## config.mk

```make
export PLATFORM = sky130hd
export DESIGN_NAME = core_run_ctrl
export DESIGN_NICKNAME = d
export VERILOG_FILES = /design/src/rtl/core_ctrl_pkg.sv /design/src/rtl/ctrl_counter.sv /design/src/rtl/core_run_ctrl.sv
export SDC_FILE = /design/constraint.sdc
export NUM_CORES = 1
export LEC_CHECK = 0
export CORE_MARGIN = 2
export CORE_UTILIZATION = 25
export CTS_CLUSTER_DIAMETER = 150
export DETAILED_ROUTE_END_ITERATION = 7
export GPL_TIMING_DRIVEN = 0
export SYNTH_ARGS = -nofsm -noshare
export SYNTH_HDL_FRONTEND = slang
export SYNTH_SLANG_ARGS = --single-unit
```

## constraint.sdc

```tcl
create_clock -name i_clk -period 6.5 [get_ports i_clk]
set_input_delay 1.95 -clock i_clk [delete_from_list [all_inputs] [get_ports i_clk]]
set_output_delay 1.95 -clock i_clk [all_outputs]
set_load 0.05 [all_outputs]
```

## src/rtl/core_ctrl_pkg.sv

```systemverilog
// Shared types for the core run/halt sequencer: FSM states and halt causes.
package core_ctrl_pkg;

    typedef enum logic [1:0] {
        ST_BOOT   = 2'd0,
        ST_RUN    = 2'd1,
        ST_STEP   = 2'd2,
        ST_HALTED = 2'd3
    } run_state_t;

    typedef enum logic [2:0] {
        CAUSE_NONE    = 3'd0,
        CAUSE_REQ     = 3'd1,
        CAUSE_BREAK   = 3'd2,
        CAUSE_STEP    = 3'd3,
        CAUSE_ILLEGAL = 3'd4,
        CAUSE_BOOT    = 3'd5
    } halt_cause_t;

    localparam int unsigned HOLD_W = 8;

endpackage

```

## src/rtl/ctrl_counter.sv

```systemverilog
// Free-running wrap-around counter with synchronous clear taking priority over increment.
module ctrl_counter #(
    parameter int unsigned CNT_W = 32
) (
    input  logic             i_clk,
    input  logic             i_reset,
    input  logic             i_inc,
    input  logic             i_clr,
    output logic [CNT_W-1:0] o_cnt
);

    always_ff @(posedge i_clk or posedge i_reset) begin
        if (i_reset) begin
            o_cnt <= '0;
        end else if (i_clr) begin
            o_cnt <= '0;
        end else if (i_inc) begin
            o_cnt <= o_cnt + CNT_W'(1);
        end
    end

endmodule

```

## src/rtl/core_run_ctrl.sv

```systemverilog
// Run/halt/single-step sequencer for the RV32I core: gates commits through o_core_en,
// halts on request, PC breakpoint or illegal instruction, and counts cycles/instructions.
module core_run_ctrl
    import core_ctrl_pkg::*;
#(
    parameter int unsigned BOOT_HOLD = 4,
    parameter bit          AUTORUN   = 1'b1,
    parameter int unsigned CNT_W     = 32
) (
    input  logic             i_clk,
    input  logic             i_reset,
    input  logic             i_run_req,
    input  logic             i_halt_req,
    input  logic             i_step_req,
    input  logic             i_bp_en,
    input  logic [31:0]      i_bp_addr,
    input  logic [31:0]      i_pc,
    input  logic             i_insn_vld,
    input  logic             i_cnt_clr,
    output logic             o_core_en,
    output logic             o_halted,
    output logic [1:0]       o_state,
    output logic [2:0]       o_halt_cause,
    output logic             o_step_done,
    output logic [CNT_W-1:0] o_cycle_cnt,
    output logic [CNT_W-1:0] o_insn_cnt
);

    run_state_t        state, state_nxt;
    halt_cause_t       cause, cause_nxt;
    logic [HOLD_W-1:0] hold_cnt, hold_nxt;
    logic              resume_mask, mask_nxt;
    logic              step_done;
    logic              pc_match;
    logic              bp_hit;
    logic              in_run;
    logic              in_step;

    assign in_run   = (state == ST_RUN);
    assign in_step  = (state == ST_STEP);
    assign pc_match = (i_pc == i_bp_addr);
    assign bp_hit   = i_bp_en & pc_match & ~resume_mask;

    // A blocked instruction never commits, so the PC register holds its value.
    assign o_core_en = (in_run | in_step) & i_insn_vld & ~bp_hit & ~(in_run & i_halt_req);

    assign o_halted     = (state == ST_HALTED);
    assign o_state      = state;
    assign o_halt_cause = cause;
    assign o_step_done  = step_done;

    // Next-state, halt cause, boot hold and breakpoint resume mask.
    always_comb begin
        state_nxt = state;
        cause_nxt = cause;
        hold_nxt  = hold_cnt;
        mask_nxt  = resume_mask & ~o_core_en;
        case (state)
            ST_BOOT: begin
                if (hold_cnt == HOLD_W'(BOOT_HOLD - 1)) begin
                    hold_nxt = '0;
                    if (AUTORUN) begin
                        state_nxt = ST_RUN;
                    end else begin
                        state_nxt = ST_HALTED;
                        cause_nxt = CAUSE_BOOT;
                    end
                end else begin
                    hold_nxt = hold_cnt + HOLD_W'(1);
                end
            end
            ST_RUN: begin
                if (i_halt_req) begin
                    state_nxt = ST_HALTED;
                    cause_nxt = CAUSE_REQ;
                end else if (bp_hit) begin
                    state_nxt = ST_HALTED;
                    cause_nxt = CAUSE_BREAK;
                end else if (!i_insn_vld) begin
                    state_nxt = ST_HALTED;
                    cause_nxt = CAUSE_ILLEGAL;
                end
            end
            ST_STEP: begin
                state_nxt = ST_HALTED;
                if (bp_hit) begin
                    cause_nxt = CAUSE_BREAK;
                end else if (!i_insn_vld) begin
                    cause_nxt = CAUSE_ILLEGAL;
                end else begin
                    cause_nxt = CAUSE_STEP;
                end
            end
            ST_HALTED: begin
                // Leaving HALTED at the breakpoint PC lets that instruction execute once.
                if (i_step_req) begin
                    state_nxt = ST_STEP;
                    mask_nxt  = pc_match;
                end else if (i_run_req) begin
                    state_nxt = ST_RUN;
                    mask_nxt  = pc_match;
                end
            end
            default: begin
                state_nxt = ST_BOOT;
            end
        endcase
        if ((state_nxt == ST_HALTED) && (state != ST_HALTED)) begin
            mask_nxt = 1'b0;
        end
    end

    always_ff @(posedge i_clk or posedge i_reset) begin
        if (i_reset) begin
            state       <= ST_BOOT;
            cause       <= CAUSE_NONE;
            hold_cnt    <= '0;
            resume_mask <= 1'b0;
            step_done   <= 1'b0;
        end else begin
            state       <= state_nxt;
            cause       <= cause_nxt;
            hold_cnt    <= hold_nxt;
            resume_mask <= mask_nxt;
            step_done   <= in_step;
        end
    end

    ctrl_counter #(.CNT_W(CNT_W)) u_cycle_cnt (
        .i_clk   (i_clk),
        .i_reset (i_reset),
        .i_inc   (state != ST_BOOT),
        .i_clr   (i_cnt_clr),
        .o_cnt   (o_cycle_cnt)
    );

    ctrl_counter #(.CNT_W(CNT_W)) u_insn_cnt (
        .i_clk   (i_clk),
        .i_reset (i_reset),
        .i_inc   (o_core_en),
        .i_clr   (i_cnt_clr),
        .o_cnt   (o_insn_cnt)
    );

endmodule

```

==> impl_metrics.csv, run 1 <==
group,metric,value,unit
run_status,status,"completed",
sta,hold_viol,0,
worst_setup_path,crit_arrival,4.26,ns
power_and_ir_drop,powerDensity,239.2,mW/mm2
hold_path,hp-class,"reg -> reg",
yosys,ys_top_cells_by_area,"dfrtp_1, xor2_1, a21oi_1",
floorplan,rows,49,
yosys,synth_most_common_cell,"dfrtp_1",
floorplan,die_h,138.9,um
power_and_ir_drop,leakagePower,2.575,nW
worst_setup_path,cp_slowest_cell,"clkdlybuf4s50_1",
cts,cts.htree.levels,3,
sta,fmax,161.0,MHz
drt,vias_per_cell,4.821,
yosys,ys_ff_latch,79,
yosys,synthFlopType,"dfrtp_1",
cts,cts-buffers-inserted,9,
global_route,grt_pass1_wl,20.86,mm
yosys,synth_edf_count,0,
finish,area.growth.synth_to_final,43.93,%
sta,setup_viol,0,
cts,clk_pin_slew,0.06,ns
finish,postLayoutCoreUtil,0.3659,
global_route,grt_pass1_vias,4048,
worst_setup_path,crit_fanout,10,
drt,drt_wl_total,12.64,mm
yosys,synth_area_per_cell,9.366,um2
placed_design,dp.cells,859,
cts,clock_latency,0.33,ns
power_and_ir_drop,p_seq_frac,0.376,
placed_design,gp_congestion,0.7779,
power_and_ir_drop,netSwitchingFraction,0.3538,
cts,clock-root-buffer,"clkbuf_16",
drt,wl_per_cell,14.50,um
global_route,grt_overflow_total,0,
worst_setup_path,critical_path.top_delay_family,"buffers and inverters",
placed_design,dpl.hpwl,9.568,mm
global_route,antenna_found_initial,0,
yosys,yosysTopAreaCellShare,0.4343,
placed_design,numPortBuffers,143,
worst_setup_path,slowest_delay,0.45,ns
drt,ant_nets,0,
worst_setup_path,critPathRequiredTime,4.55,ns
flow_run,drv_cap,0,
yosys,ys_top_cells_by_count,"dfrtp_1, xor2_1, nor2_1, nand2_1, a21oi_1",
worst_setup_path,r2r-start,"o_state[1]",
sta,tightest_slew,0.9079,ns
yosys,ys_warn_count,0,
power_and_ir_drop,p_comb_frac,0.336,
sta,fin_tns_setup,0,ns
yosys,ys_seq_area_frac,0.4343,
yosys,synthCells,486,
floorplan,ios,144,
sta,period_minus_slack,6.210,ns
worst_setup_path,r2r_cells,10,
yosys,synth_fp_nets,567,
power_and_ir_drop,internal_power,1.013,mW
finish,n_antenna_cell,0,
worst_setup_path,crit_start,"i_bp_addr[0]",
cts,cts_hold_buf,0,
finish,stdcell_area,0.006551,mm2
hold_path,hold_start,"hold_cnt[7]",
power_and_ir_drop,ir_drop,103.2,uV
placed_design,dpl_cell_area,0.006300,mm2
sta,hold-worst-slack,0.4855,ns
worst_setup_path,endpoint,"o_core_en",
worst_setup_path,r2r_setup_slack,3.46,ns
floorplan,initial_utilization,0.2543,
finish,n_fill_cell,1837,
floorplan,fp.dieW,138.9,um
worst_setup_path,crit_chain,"clkdlybuf4s50_1, xor2_1, nor4_1, nand4_1, o31ai_1, buf_4, nor2b_1, dlygate4sd2_1",
drt,first_pass_iters,4,
sta,fin_crit_sh,0.9555,
yosys,synthesis.area,0.004552,mm2
cts,cts_tree,"built",
floorplan,core,0.01790,mm2
power_and_ir_drop,clock_power_share,0.288,
worst_setup_path,critical_path_cell_count,8,
sta,rsz0062_at_grt,"false",
worst_setup_path,worst_setup_path_end_kind,"output pin",
worst_setup_path,path_buf_inv,3,
global_route,track_usage,0.1337,
drt,vias,4204,
yosys,yosysUniqueCellTypes,53,
finish,drive_above_1_share,0.04977,
worst_setup_path,path_class,"in -> out",
finish,fin_nets,722,
finish,final_cells,872,
floorplan,die_area,0.01930,mm2
global_route,grt_max_degree,50,
worst_setup_path,reg2reg_to,"u_insn_cnt.o_cnt[15]",
worst_setup_path,worstSetupStartpointType,"primary input",
sta,max-slew-margin-rel,0.3852,
cts,cts_max_path_buffers,2,
sta,slew_viol_final,0,
drt,drtIter0Drc,181,
power_and_ir_drop,p_sw,554.2,uW
yosys,synth.largest_area_cell,"dfrtp_1",
drt,route.detailed.drc,0,
yosys,async_reset_ff_frac,1.000,
sta,fin_worst_skew,0.006364,ns
cts,cts_sinks,79,
## through the flow
step	power (mW)	worst slack, ns
3_3_place_gp	1.130	-0.03937
3_5_place_dp	1.132	-0.04384
2_1_floorplan	0.9379	1.213
6_report	1.567	0.2896
4_1_cts	1.592	0.2230
5_1_grt	1.668	0.1171
## layout by cell type, fill, tap and decap left out, drive strengths merged, types with 3 or more instances in the layout
cell	count
o21ai	17
clkdlybuf4s50	142
ha	9
nor4	14
nand4	19
xnor2	10
xor2	51
inv	15
and3	8
nand2	35
nor3	3
clkbuf	22
mux2	5
mux2i	3
nand2b	4
nor2	44
buf	11
nor2b	7
nand3	23
or3	17
a21oi	34
and4	7
o31ai	19
or4	19
dfrtp	79
## kinds of logic after synthesis
| kind of cell | count (synthesis) | share of synthesized area |
|---|---|---|
| adder cells (fa/ha/maj) | 9 | 0.02474 |
| multiplexers | 8 | 0.01897 |
| buffers and inverters | 36 | 0.03546 |
| flip-flops | 79 | 0.4343 |
| XOR/XNOR | 61 | 0.1174 |
| AND/OR/NAND/NOR | 207 | 0.2518 |
| AO/OA/AOI/OAI | 86 | 0.1174 |
## power groups by stage
stage | logic, mW | clock network, mW | registers, mW
2_1_floorplan | 0.250 | 0 | 0.688
3_3_place_gp | 0.531 | 0 | 0.599
3_5_place_dp | 0.534 | 0 | 0.597
4_1_cts | 0.535 | 0.468 | 0.590
5_1_grt | 0.577 | 0.493 | 0.599
6_report | 0.526 | 0.451 | 0.589
## state kept, by name (all words and copies together), names as in the netlist
register and cells:
hold_cnt 8, u_insn_cnt.o_cnt 32, u_cycle_cnt.o_cnt 32, resume_mask 1, o_state 2, o_halt_cause 3
o_step_done 1
## area by class of cell
type / instances / area, um2 / area share
Timing Repair Buffer: 144 / 1458 / 0.2225
Inverter: 15 / 58.81 / 0.008976
Tap cell: 229 / 286.5 / 0.04374
Buffer: 21 / 105.1 / 0.01604
Clock buffer: 11 / 242.7 / 0.03705
Multi-Input combinational cell: 371 / 2414 / 0.3684
Clock inverter: 2 / 10.01 / 0.001528
Sequential cell: 79 / 1977 / 0.3018
## layer usage
metal	vias up	GRT usage	wire, um
met5	-	0	0
met4	0	0.05104	217
met1	1982	0.1697	5654
met3	16	0.03349	738
li1	2071	-	-
met2	135	0.2199	6030
## repair_timing
item,in CTS,in global routing
resized for setup,1,0
endpoints found under the setup margin,1,0
setup buffers,0,0
endpoints found under the hold margin,0,0
## worst min-delay path by stage
| stage | endpoint | slack (ns) | depth (start not counted) |
|---|---|---|---|
| finish | hold_cnt[7] | 0.49 | 1 |
| global route | hold_cnt[7] | 0.51 | 1 |
| CTS | hold_cnt[7] | 0.49 | 1 |
| detailed placement | hold_cnt[7] | 0.48 | 1 |
| global placement | hold_cnt[7] | 0.47 | 1 |
| floorplan | hold_cnt[7] | 0.45 | 1 |
Note: power is estimated with default switching activity, not from simulation.
==> inputs of run 2 (changes only) <==
Settings changed: TNS_END_PERCENT from default to 5.
==> results of run 2 <==
Same layout as run 1: the final DEF is identical, and so are final timing and power.
==> inputs of run 3 (changes only) <==
Settings changed: CORE_UTILIZATION 25 to 31.
==> impl_metrics.csv, run 3 (synthesis gave the netlist of run 1 again) <==
group,metric,value,unit
drt,wl_per_cell,15.51,um
power_and_ir_drop,powerDensity,254.0,mW/mm2
placed_design,gp_congestion,0.7823,
global_route,grt_max_degree,62,
cts,cts-buffers-inserted,9,
worst_setup_path,worstSetupStartpointType,"primary input",
floorplan,die_area,0.01567,mm2
placed_design,dpl.hpwl,9.702,mm
finish,fin_nets,722,
sta,hold_viol,0,
drt,first_pass_iters,4,
drt,ant_nets,0,
floorplan,initial_utilization,0.3156,
sta,max-slew-margin-rel,0.3072,
worst_setup_path,r2r_cells,10,
cts,cts_setup_buffers,0,
cts,cts_tree,"built",
placed_design,pre_cts_ws,-0.0006919,ns
worst_setup_path,worst_setup_path_end_kind,"output pin",
power_and_ir_drop,ir_drop,121.7,uV
sta,setup_viol,0,
worst_setup_path,path_class,"in -> out",
cts,cts_sinks,79,
finish,n_fill_cell,1422,
finish,reg_top3,"u_cycle_cnt.o_cnt (32), u_insn_cnt.o_cnt (32), hold_cnt (8)",
drt,vias_per_cell,5.231,
drt,drtIter0Drc,229,
worst_setup_path,crit_arrival,4.27,ns
sta,fin_ws,0.2835,ns
sta,slew_viol_final,0,
worst_setup_path,cp_slowest_cell,"dlygate4sd2_1",
sta,tightest_slew,1.023,ns
floorplan,die_h,125.2,um
cts,clk_pin_slew,0.06,ns
sta,period_minus_slack,6.217,ns
flow_run,drv_cap,0,
power_and_ir_drop,finalPower,1.668,mW
global_route,grt_pass1_vias,4299,
cts,cts.htree.levels,3,
worst_setup_path,crit_fanout,10,
worst_setup_path,slowest_delay,0.44,ns
hold_path,hold_depth,1,
sta,fmax,160.9,MHz
placed_design,dpl_cell_area,0.006243,mm2
floorplan,ios,144,
sta,fin_worst_skew,0.007344,ns
finish,area.growth.synth_to_final,44.26,%
global_route,track_usage,0.1638,
hold_path,hp-class,"reg -> reg",
finish,final_cells,830,
cts,clock_latency,0.34,ns
cts,cts_max_path_buffers,2,
finish,stdcell_area,0.006566,mm2
drt,vias,4342,
sta,rsz0062_at_grt,"false",
global_route,grt_pass1_wl,20.85,mm
run_status,status,"completed",
worst_setup_path,crit_chain,"clkdlybuf4s50_1, xor2_1, nor4_1, nand4_1, o31ai_1, buf_4, nor2b_1, dlygate4sd2_1",
drt,drt_wl_total,12.87,mm
finish,n_antenna_cell,0,
finish,final_cell_mix,"clkdlybuf4s50_1, dfrtp_1, xor2_1, nor2_1, nand2_1",
floorplan,core,0.01442,mm2
power_and_ir_drop,leakagePower,2.603,nW
cts,clock-root-buffer,"clkbuf_16",
finish,drive_above_1_share,0.05418,
global_route,grt_overflow_total,0,
finish,final_common_cell,"clkdlybuf4s50_1",
placed_design,dp.cells,814,
floorplan,fp.dieW,125.2,um
worst_setup_path,critPathRequiredTime,4.55,ns
floorplan,rows,44,
sta,fin_crit_sh,0.9564,
placed_design,numPortBuffers,143,
finish,postLayoutCoreUtil,0.4552,
global_route,antenna_found_initial,0,
drt,route.detailed.drc,0,
## run 3: cell types whose count changed in the layout (fill, tap and decap cells not counted), sizes merged
cell and change:
bufinv +2, clkinvlp +1
## run 3: through the flow
step	TNS [ns]	hold WS (ns)
after global placement	-0.04554	0.4685
after detailed placement	-0.0006919	0.4788
after CTS	0	0.4912
after floorplan	0	0.4458
final	0	0.4851
after global routing	0	0.5083
## run 3: critical path: cells and delay by family
kind                      cells  cell delay, ns
AOI/OAI and AO/OA             1            0.34
xor gates and xnor gates      1            0.17
buffers and inverters         3            1.10
and+or+nand+nor               3            0.70
## run 3: report_power, final
part / leakage, nW / internal (mW) / switching [mW]
clock network: 0.156 / 0.347 / 0.202
registers: 1.08 / 0.538 / 0.0474
logic: 1.36 / 0.214 / 0.319
total: 2.60 / 1.10 / 0.569
## run 3: path summary, 6_finish.rpt
path	start	slack (ns)	end
worst max-delay path	i_bp_addr[14]	0.28	o_core_en
worst min-delay path	hold_cnt[7]	0.49	hold_cnt[7]
worst max register to register	o_state[1]	3.53	u_insn_cnt.o_cnt[3]
worst min register to register	hold_cnt[7]	0.49	hold_cnt[7]
max in group asynchronous	i_reset	3.98	u_insn_cnt.o_cnt[12]
min in group asynchronous	i_reset	1.91	u_cycle_cnt.o_cnt[16]
## run 3: final cells by class
class                   instances  area [um2]  area share
repair buffers                144        1458      0.2220
multi-input cells             371        2414      0.3676
plain buffers                  21       105.1     0.01601
flip-flops and latches         79        1977      0.3011
clock buffers                  11       242.7     0.03697
clock inverters                 5       81.33     0.01239
inverters                      15       58.81    0.008956
well taps                     184       230.2     0.03506
## run 3: layer usage
layer	vias up	wire length, um	global-route usage
li1	2085	-	-
met1	2066	5458	0.1987
met2	166	6072	0.2698
met3	25	1009	0.04450
met4	0	329	0.07974
met5	-	0	0
## run 3: timing repair
item / CTS / global route
setup endpoints to repair: 1 / 0
hold buffers: 0 / 0
resized for setup: 1 / 0
endpoints found under the hold margin: 0 / 0
